$ cat src/rtl/ram_init_pkg.sv
`default_nettype none
// ============================================================================
// Module      : ram_init_pkg
// Description : Shared enums for the self-initialising RAM and its init engine
// Revision    : 3.0 - parametrised successor of the fixed 16x4 initialised RAM
// ============================================================================
package ram_init_pkg;

    typedef enum logic [1:0] {
        WRITE_FIRST = 2'd0,
        READ_FIRST  = 2'd1,
        NO_CHANGE   = 2'd2
    } rd_mode_e;

    typedef enum logic [0:0] {
        INIT_CONST = 1'b0,
        INIT_ADDR  = 1'b1
    } init_mode_e;

    typedef enum logic [0:0] {
        IDLE = 1'b0,
        INIT = 1'b1
    } init_state_e;

endpackage
`default_nettype wire

$ cat src/rtl/ram_init_seq.sv
`default_nettype none
// ============================================================================
// Module      : ram_init_seq
// Description : Init FSM and address counter; walks every word once per run
// Revision    : 3.0 - parametrised depth/width, address or constant pattern
// ============================================================================
module ram_init_seq
    import ram_init_pkg::*;
#(
    parameter int                DATA_W        = 8,
    parameter int                DEPTH         = 16,
    parameter int                ADDR_W        = $clog2(DEPTH),
    parameter init_mode_e        INIT_MODE     = INIT_CONST,
    parameter logic [DATA_W-1:0] INIT_VALUE    = '0,
    parameter bit                INIT_ON_RESET = 1'b1
) (
    input  logic              clk,
    input  logic              rst,
    input  logic              init_req,
    output logic              init_busy,
    output logic              init_we,
    output logic [ADDR_W-1:0] init_addr,
    output logic [DATA_W-1:0] init_data
);

    localparam logic [ADDR_W-1:0] c_LAST = ADDR_W'(DEPTH - 1);

    init_state_e       r_state;
    logic [ADDR_W-1:0] r_cnt;
    logic              r_busy;
    logic [DATA_W-1:0] w_pat;

    always_ff @(posedge clk) begin
        if (rst) begin
            r_state <= INIT_ON_RESET ? INIT : IDLE;
            r_cnt   <= '0;
            r_busy  <= INIT_ON_RESET;
        end else begin
            case (r_state)
                IDLE: begin
                    if (init_req) begin
                        r_state <= INIT;
                        r_cnt   <= '0;
                        r_busy  <= 1'b1;
                    end
                end
                INIT: begin
                    // Requests arriving mid-run are dropped, not queued.
                    if (r_cnt == c_LAST) begin
                        r_state <= IDLE;
                        r_cnt   <= '0;
                        r_busy  <= 1'b0;
                    end else begin
                        r_cnt <= r_cnt + 1'b1;
                    end
                end
                default: begin
                    r_state <= IDLE;
                    r_cnt   <= '0;
                    r_busy  <= 1'b0;
                end
            endcase
        end
    end

    if (DATA_W > ADDR_W) begin : g_pat_zext
        assign w_pat = {{(DATA_W - ADDR_W){1'b0}}, r_cnt};
    end else begin : g_pat_trunc
        assign w_pat = r_cnt[DATA_W-1:0];
    end

    assign init_busy = r_busy;
    assign init_we   = (r_state == INIT);
    assign init_addr = r_cnt;
    assign init_data = (INIT_MODE == INIT_ADDR) ? w_pat : INIT_VALUE;

endmodule
`default_nettype wire

$ cat src/rtl/ram_init_v3.sv
`default_nettype none
// ============================================================================
// Module      : ram_init_v3
// Description : Single-port sync RAM with hardware init engine, selectable
//               read-during-write mode, optional output register
// Revision    : 3.0 - adds RD_MODE, OUT_REG, range check and valid signalling
// ============================================================================
module ram_init_v3
    import ram_init_pkg::*;
#(
    parameter int                DATA_W        = 8,
    parameter int                DEPTH         = 16,
    parameter int                ADDR_W        = $clog2(DEPTH),
    parameter rd_mode_e          RD_MODE       = WRITE_FIRST,
    parameter int                OUT_REG       = 0,
    parameter init_mode_e        INIT_MODE     = INIT_CONST,
    parameter logic [DATA_W-1:0] INIT_VALUE    = '0,
    parameter bit                INIT_ON_RESET = 1'b1
) (
    input  logic              clk,
    input  logic              rst,
    input  logic              init_req,
    output logic              init_busy,
    input  logic              en,
    input  logic              we,
    input  logic [ADDR_W-1:0] addr,
    input  logic [DATA_W-1:0] din,
    output logic [DATA_W-1:0] dout,
    output logic              dout_valid,
    output logic              addr_err
);

    localparam logic [ADDR_W:0] c_DEPTH = (ADDR_W + 1)'(DEPTH);

    logic [DATA_W-1:0] r_mem [DEPTH];

    logic              w_busy;
    logic              w_init_we;
    logic [ADDR_W-1:0] w_init_addr;
    logic [DATA_W-1:0] w_init_data;
    logic              w_accept;
    logic              w_in_range;
    logic [DATA_W-1:0] w_rd_data;

    logic [DATA_W-1:0] r_dout1;
    logic              r_valid1;
    logic              r_err1;

    ram_init_seq #(
        .DATA_W        (DATA_W),
        .DEPTH         (DEPTH),
        .ADDR_W        (ADDR_W),
        .INIT_MODE     (INIT_MODE),
        .INIT_VALUE    (INIT_VALUE),
        .INIT_ON_RESET (INIT_ON_RESET)
    ) u_seq (
        .clk       (clk),
        .rst       (rst),
        .init_req  (init_req),
        .init_busy (w_busy),
        .init_we   (w_init_we),
        .init_addr (w_init_addr),
        .init_data (w_init_data)
    );

    assign init_busy  = w_busy;
    assign w_accept   = en & ~w_busy & ~rst;
    assign w_in_range = ({1'b0, addr} < c_DEPTH);
    // Out-of-range locations read as zero rather than aliasing another word.
    assign w_rd_data  = w_in_range ? r_mem[addr] : '0;

    // The engine and user accesses never compete: acceptance requires !busy.
    always_ff @(posedge clk) begin
        if (w_init_we) begin
            r_mem[w_init_addr] <= w_init_data;
        end else if (w_accept && we && w_in_range) begin
            r_mem[addr] <= din;
        end
    end

    always_ff @(posedge clk) begin
        if (rst) begin
            r_dout1  <= '0;
            r_valid1 <= 1'b0;
            r_err1   <= 1'b0;
        end else begin
            r_valid1 <= 1'b0;
            r_err1   <= 1'b0;
            if (w_accept) begin
                r_err1 <= ~w_in_range;
                if (!we) begin
                    r_dout1  <= w_rd_data;
                    r_valid1 <= 1'b1;
                end else if (RD_MODE == WRITE_FIRST) begin
                    r_dout1  <= w_in_range ? din : '0;
                    r_valid1 <= 1'b1;
                end else if (RD_MODE == READ_FIRST) begin
                    r_dout1  <= w_rd_data;
                    r_valid1 <= 1'b1;
                end
            end
        end
    end

    if (OUT_REG != 0) begin : g_out_reg
        logic [DATA_W-1:0] r_dout2;
        logic              r_valid2;
        logic              r_err2;

        always_ff @(posedge clk) begin
            if (rst) begin
                r_dout2  <= '0;
                r_valid2 <= 1'b0;
                r_err2   <= 1'b0;
            end else begin
                r_dout2  <= r_dout1;
                r_valid2 <= r_valid1;
                r_err2   <= r_err1;
            end
        end

        assign dout       = r_dout2;
        assign dout_valid = r_valid2;
        assign addr_err   = r_err2;
    end else begin : g_out_comb
        assign dout       = r_dout1;
        assign dout_valid = r_valid1;
        assign addr_err   = r_err1;
    end

endmodule
`default_nettype wire

$ cat config.mk
export PLATFORM = sky130hd
export DESIGN_NAME = ram_init_v3
export DESIGN_NICKNAME = d
export VERILOG_FILES = /design/src/rtl/ram_init_pkg.sv /design/src/rtl/ram_init_seq.sv /design/src/rtl/ram_init_v3.sv
export SDC_FILE = /design/constraint.sdc
export NUM_CORES = 1
export LEC_CHECK = 0
export ABC_CLOCK_PERIOD_IN_PS = 5000
export BUFFER_PORTS_ARGS = -buffer_cell sky130_fd_sc_hd__buf_2
export CAP_MARGIN = 30
export CORE_AREA = 2 2 143 145
export DETAILED_ROUTE_END_ITERATION = 8
export DIE_AREA = 0 0 145 147
export PLACE_DENSITY = 0.43
export SYNTH_ARGS = -nofsm -noshare
export SYNTH_HDL_FRONTEND = slang
export SYNTH_SLANG_ARGS = --single-unit
$ cat constraint.sdc
create_clock -name clk -period 5 [get_ports clk]
set_input_delay 1.5 -clock clk [delete_from_list [all_inputs] [get_ports clk]]
set_output_delay 1.5 -clock clk [all_outputs]
set_load 0.05 [all_outputs]
==> impl_metrics.ini, run 1 <==
[placed_design]
io_buffers = 26
place_congestion = 0.732
dp.cells = 649
dp_hpwl_mm = 9.26

[clock_network]
clockRootBuffer = clkbuf_16
post_cts_resized = 0
cts_inserted_buffers = 17
clock_latency_ps = 410
cts_tree = yes
htree_levels = 4
hold_buffers = 0
cts_buffer_depth = 2
cts_setup_buffers = 0
cts_sinks = 143
clkTransAtPathRegs_ps = 60

[synthesis]
syn_area_per_cell_um2 = 15.8
synth_area_um2 = 5820
syn_inst = 369
async_flop_share_pct = 0
ys_warn_count = 0
synth.ff_latch_count = 143
synth_ff_type = edfxtp_1
synth-edff-count = 128
synth_top_area_cell = edfxtp_1
synth_area_leaders = edfxtp_1, mux2i_1, dfxtp_1, mux2_2, mux4_2
synth_top_area_share_pct = 66.1
synth.distinct_cells = 37
ys_seq_area_share_pct = 71.3
syn_nets = 387

[timing]
hold_ws_ps = 449
relSlewSlack_pct = 42.2
fmax_ghz = 0.272
worst_clock_skew_ps = 9.07
setup_viol = 0
worst_slew_pin_slew_ps = 863
tns_ps = 0
post-route-period-util_pct = 73.5
finalMaxSlewViolations = 0
fin_crit_ps = 3670
rsz0062_at_grt = no
hold_violations = 0

[finish]
syn2layout_area_growth_pct = 15.7
layout_common_cells = edfxtp_1, mux2i_1, buf_2
multiInputGateArea_um2 = 1480
stdcell_count = 681
final_nets = 416
drive_gt1_share_pct = 19.0
layout_commonest_cell = edfxtp_1
diodes = 0
regArea_um2 = 4140
fill_cells = 1937

[critical_path]
end_kind = register
crit_arrival_ps = 3710
crit_type = in -> reg
required_ps = 5030
critPathLaunchType = input port
worstPathMaxFanout = 20

[floorplanning]
num_io_pins = 28
rows = 52
dieArea_um2 = 21300
die_h_um = 147
floorplan.initialDensity_pct = 29.3
core_um2 = 19800
die_x_um = 145

[grt]
grt_first_pass_wirelength_mm = 21.0
grt_usage_pct = 13.7
grt_max_degree = 30
grt_pass1_vias = 3375
antenna_found_initial = 0
grt_overflow = 0

[route]
drt_iter0_markers = 269
drc = 0
dr.pass1.iters = 4
vias = 3190
antenna_left = 0
avgViaCountPerCell = 4.68
wl_mm = 13.8
wl_per_cell_um = 20.3

[run]
cap_violations = 0

[pwr]
peakVddDrop_mv = 0.231
total_power_mw = 2.66
powerDensity_nw_per_um2 = 395
p_leak_nw = 2.42

[min_path]
min_path_type = reg -> reg

[status]
outcome = completed
-- worst max-delay path, cell delays in order --
cell and delay (ps):
buf_2 150, nor3b_4 400, and3_1 680, a31oi_2 240
nor2_1 730
-- metal layers --
metal | wire (um) | track usage, % | up-vias
li1 | - | - | 1491
met1 | 6420 | 17.9 | 1629
met2 | 6760 | 22.4 | 59
met3 | 458 | 3.14 | 11
met4 | 204 | 5.05 | 0
met5 | 0 | 0 | -
-- final cells by class --
type	count	share of cell area [%]
flip-flops and latches	143	61.6
multi-input cells	193	22.0
clock buffers	22	6.60
well taps	270	5.02
repair buffers	28	2.16
clock inverters	10	1.77
inverters	15	0.837
-- registers in the layout, summed over array words and instances, names as in the netlist --
signal,count
u_seq.init_we,1
u_seq.init_addr,4
dout,8
r_mem,128
dout_valid,1
u_seq.init_busy,1
-- Yosys cell counts, types with 8 or more instances --
| master | instances |
|---|---|
| a21oi_1 | 13 |
| and2_1 | 8 |
| dfxtp_1 | 15 |
| edfxtp_1 | 128 |
| inv_1 | 15 |
| mux2_2 | 16 |
| mux2i_1 | 33 |
| nand2_1 | 16 |
| nor2_1 | 24 |
| nor4_1 | 8 |
| o21ai_0 | 11 |
| o21ai_1 | 8 |
| o221ai_1 | 8 |
| o22ai_1 | 16 |
-- cells by family after synthesis --
logic type	share of synthesized area, %
AOI/OAI and AO/OA	7.40
buffers and inverters	3.25
adders and majority gates	0.215
muxes	12.0
and+or+nand+nor	5.81
DFF	71.3
other	0.0645
-- worst paths after layout --
path / from / end / slack, ps / cells past startpoint
hold reg to reg: dout[5] / dout[5] / 450 / 2
setup reg to reg: u_seq.init_busy / r_mem[15][0] / 2180 / 4
hold / removal: dout[5] / dout[5] / 450 / 2
setup / recovery: rst / r_mem[15][0] / 1330 / 5
-- power breakdown --
group	total [mW]	switching [mW]	internal (mW)
clock network	1.22	0.446	0.773
logic	0.119	0.0777	0.0412
registers	1.32	0.00765	1.31
-- through the flow --
stage / worst slack (ps) / utilization [%] / cell area, um2
finish: 1330 / 33.9 / 6730
global route: 1160 / 33.9 / 6730
CTS: 1320 / 33.9 / 6730
detailed placement: 884 / 31.1 / 6170
global placement: 943 / 31.1 / 6170
floorplan: 1740 / - / 5820
Note: power is estimated with default switching activity, not from simulation.
==> run 2: changes to the inputs <==
--- a/config.mk
+++ b/config.mk
@@ -5,12 +5,13 @@
 export SDC_FILE = /design/constraint.sdc
 export NUM_CORES = 1
 export LEC_CHECK = 0
-export ABC_CLOCK_PERIOD_IN_PS = 5000
+export ABC_AREA = 1
+export ABC_CLOCK_PERIOD_IN_PS = 3610
 export BUFFER_PORTS_ARGS = -buffer_cell sky130_fd_sc_hd__buf_2
 export CAP_MARGIN = 30
-export CORE_AREA = 2 2 143 145
+export CORE_AREA = 2 2 145 147
 export DETAILED_ROUTE_END_ITERATION = 8
-export DIE_AREA = 0 0 145 147
+export DIE_AREA = 0 0 147 149
 export PLACE_DENSITY = 0.43
 export SYNTH_ARGS = -nofsm -noshare
 export SYNTH_HDL_FRONTEND = slang
==> constraint.sdc (replaced) <==
create_clock -name clk -period 3.61 [get_ports clk]
set_input_delay 1.083 -clock clk [delete_from_list [all_inputs] [get_ports clk]]
set_output_delay 1.083 -clock clk [all_outputs]
set_load 0.05 [all_outputs]
==> impl_metrics.ini, run 2 <==
[route]
dr.pass1.iters = 4
antenna_left = 0
drt_iter0_markers = 258
wl_mm = 15.6
wl_per_cell_um = 17.2
avgViaCountPerCell = 4.57
vias = 4149
drc = 0

[run]
cap_violations = 0

[critical_path]
reg2reg_slack_ps = 1350
worstRegToRegCells = 5
crit_arrival_ps = 2810
required_ps = 3660
critPathLaunchType = input port
r2r-start = u_seq.init_busy
regToRegEndpoint = r_mem[4][5]
crit_type = in -> reg
end_kind = register
worstPathMaxFanout = 17

[floorplanning]
dieArea_um2 = 21900
core_um2 = 20600
die_x_um = 147
floorplan.initialDensity_pct = 29.3
rows = 53
num_io_pins = 28
die_h_um = 149

[finish]
fill_cells = 2089
post-route-util_pct = 34.4
drive_gt1_share_pct = 14.3
layout_common_cells = nand2_1, edfxtp_1, nand3_1
layout_commonest_cell = nand2_1
syn2layout_area_growth_pct = 17.5
design_area_um2 = 7080
regMostFlops = r_mem
largest_reg_flops = 128
multiInputGateArea_um2 = 1630
final_nets = 638
regArea_um2 = 4140

[placed_design]
dpl_cell_area_um2 = 6560
io_buffers = 26
place_congestion = 0.797
dp_hpwl_mm = 10.2

[synthesis]
ys_warn_count = 0
synth_top_area_cell = edfxtp_1
synth_commonest_cells = nand2_1, edfxtp_1, nand3_1
synth_ff_type = edfxtp_1
synth_area_leaders = edfxtp_1, nand2_1, nand3_1, dfxtp_1, nor2_1
async_flop_share_pct = 0
synth.distinct_cells = 25
synth.ff_latch_count = 143
synth_area_um2 = 6020
synth_top_area_share_pct = 63.9
syn_area_per_cell_um2 = 10.5
syn_nets = 594
syn_inst = 576
synth_most_common_cell = nand2_1
ys_seq_area_share_pct = 68.8
synth-edff-count = 128

[clock_network]
cts_tree = yes
htree_levels = 4
cts_inserted_buffers = 17
cts_sinks = 143
clock_latency_ps = 420
post_cts_resized = 0
clockRootBuffer = clkbuf_16
hold_buffers = 0
clkTransAtPathRegs_ps = 50
cts_setup_buffers = 0
cts_buffer_depth = 2

[min_path]
min_path_type = reg -> reg
min_to = dout[2]
hold_depth = 2
hp-start = dout[2]

[grt]
grt_overflow = 0
grt_pass1_vias = 4230
grt_first_pass_wirelength_mm = 23.6
grt_max_degree = 33
grt_usage_pct = 14.7
antenna_found_initial = 0

[timing]
fin_crit_ps = 2770
tns_ps = 0
worst_slew_pin_slew_ps = 650
hold_violations = 0
rsz0062_at_grt = no
fmax_ghz = 0.361
finalMaxSlewViolations = 0
hold_ws_ps = 470
setup_viol = 0
worst_clock_skew_ps = 8.12
relSlewSlack_pct = 56.5
post-route-period-util_pct = 76.7

[status]
outcome = completed

[pwr]
peakVddDrop_mv = 0.332
powerDensity_nw_per_um2 = 505
total_power_mw = 3.58
p_leak_nw = 2.75
run 2: cells by family after synthesis:
kind of cell               count (synthesis)  share of synthesized area, %
AOI/OAI and AO/OA                         27                          2.47
buffers and inverters                     56                          4.01
other                                      1                        0.0623
adders and majority gates                  1                         0.208
xor gates and xnor gates                   1                         0.146
DFF                                      143                          68.8
and+or+nand+nor                          347                          24.3
run 2: final cells by class:
| class | instances | share of cell area, % |
|---|---|---|
| Timing Repair Buffer | 54 | 4.81 |
| Sequential cell | 143 | 58.6 |
| Tap cell | 275 | 4.86 |
| Clock buffer | 19 | 6.12 |
| Multi-Input combinational cell | 377 | 23.1 |
| Inverter | 27 | 1.43 |
| Antenna cell | 1 | 0.0354 |
| Clock inverter | 11 | 1.08 |
run 2: worst max-delay path by stage:
| stage | startpoint | endpoint | slack [ps] | depth (start not counted) |
|---|---|---|---|---|
| 6_report | rst | r_mem[4][5] | 840 | 6 |
| 5_1_grt | rst | r_mem[4][3] | 710 | 6 |
| 4_1_cts | rst | r_mem[4][5] | 850 | 6 |
| 3_5_place_dp | rst | r_mem[4][5] | 420 | 6 |
| 3_3_place_gp | rst | r_mem[4][2] | 480 | 6 |
| 2_1_floorplan | we | r_mem[7][0] | 960 | 5 |
run 2: where the power goes:
| group | internal, mW | switching (mW) | total [mW] |
|---|---|---|---|
| logic | 0.0645 | 0.155 | 0.220 |
| registers | 1.82 | 0.0102 | 1.83 |
| clock network | 0.919 | 0.611 | 1.53 |
run 2: routing by layer:
metal | track usage, % | up-vias | share of wire, %
li1 | - | 2040 | -
met4 | 6.39 | 0 | 2.3
met5 | 0 | - | 0
met2 | 26.2 | 53 | 51
met1 | 17.5 | 2035 | 44
met3 | 2.69 | 21 | 2.0
run 2: per-stage QoR:
stage          worst slack, ps  std cells
5_1_grt                    710        906
2_1_floorplan              960        576
3_5_place_dp               423        876
6_report                   842        907
4_1_cts                    846        906
3_3_place_gp               482        876
run 2: critical path: stages:
cell,delay [ps]
buf_2,190
nor3_4,270
inv_2,180
o21ai_1,330
nand3_1,230
nor2_1,530
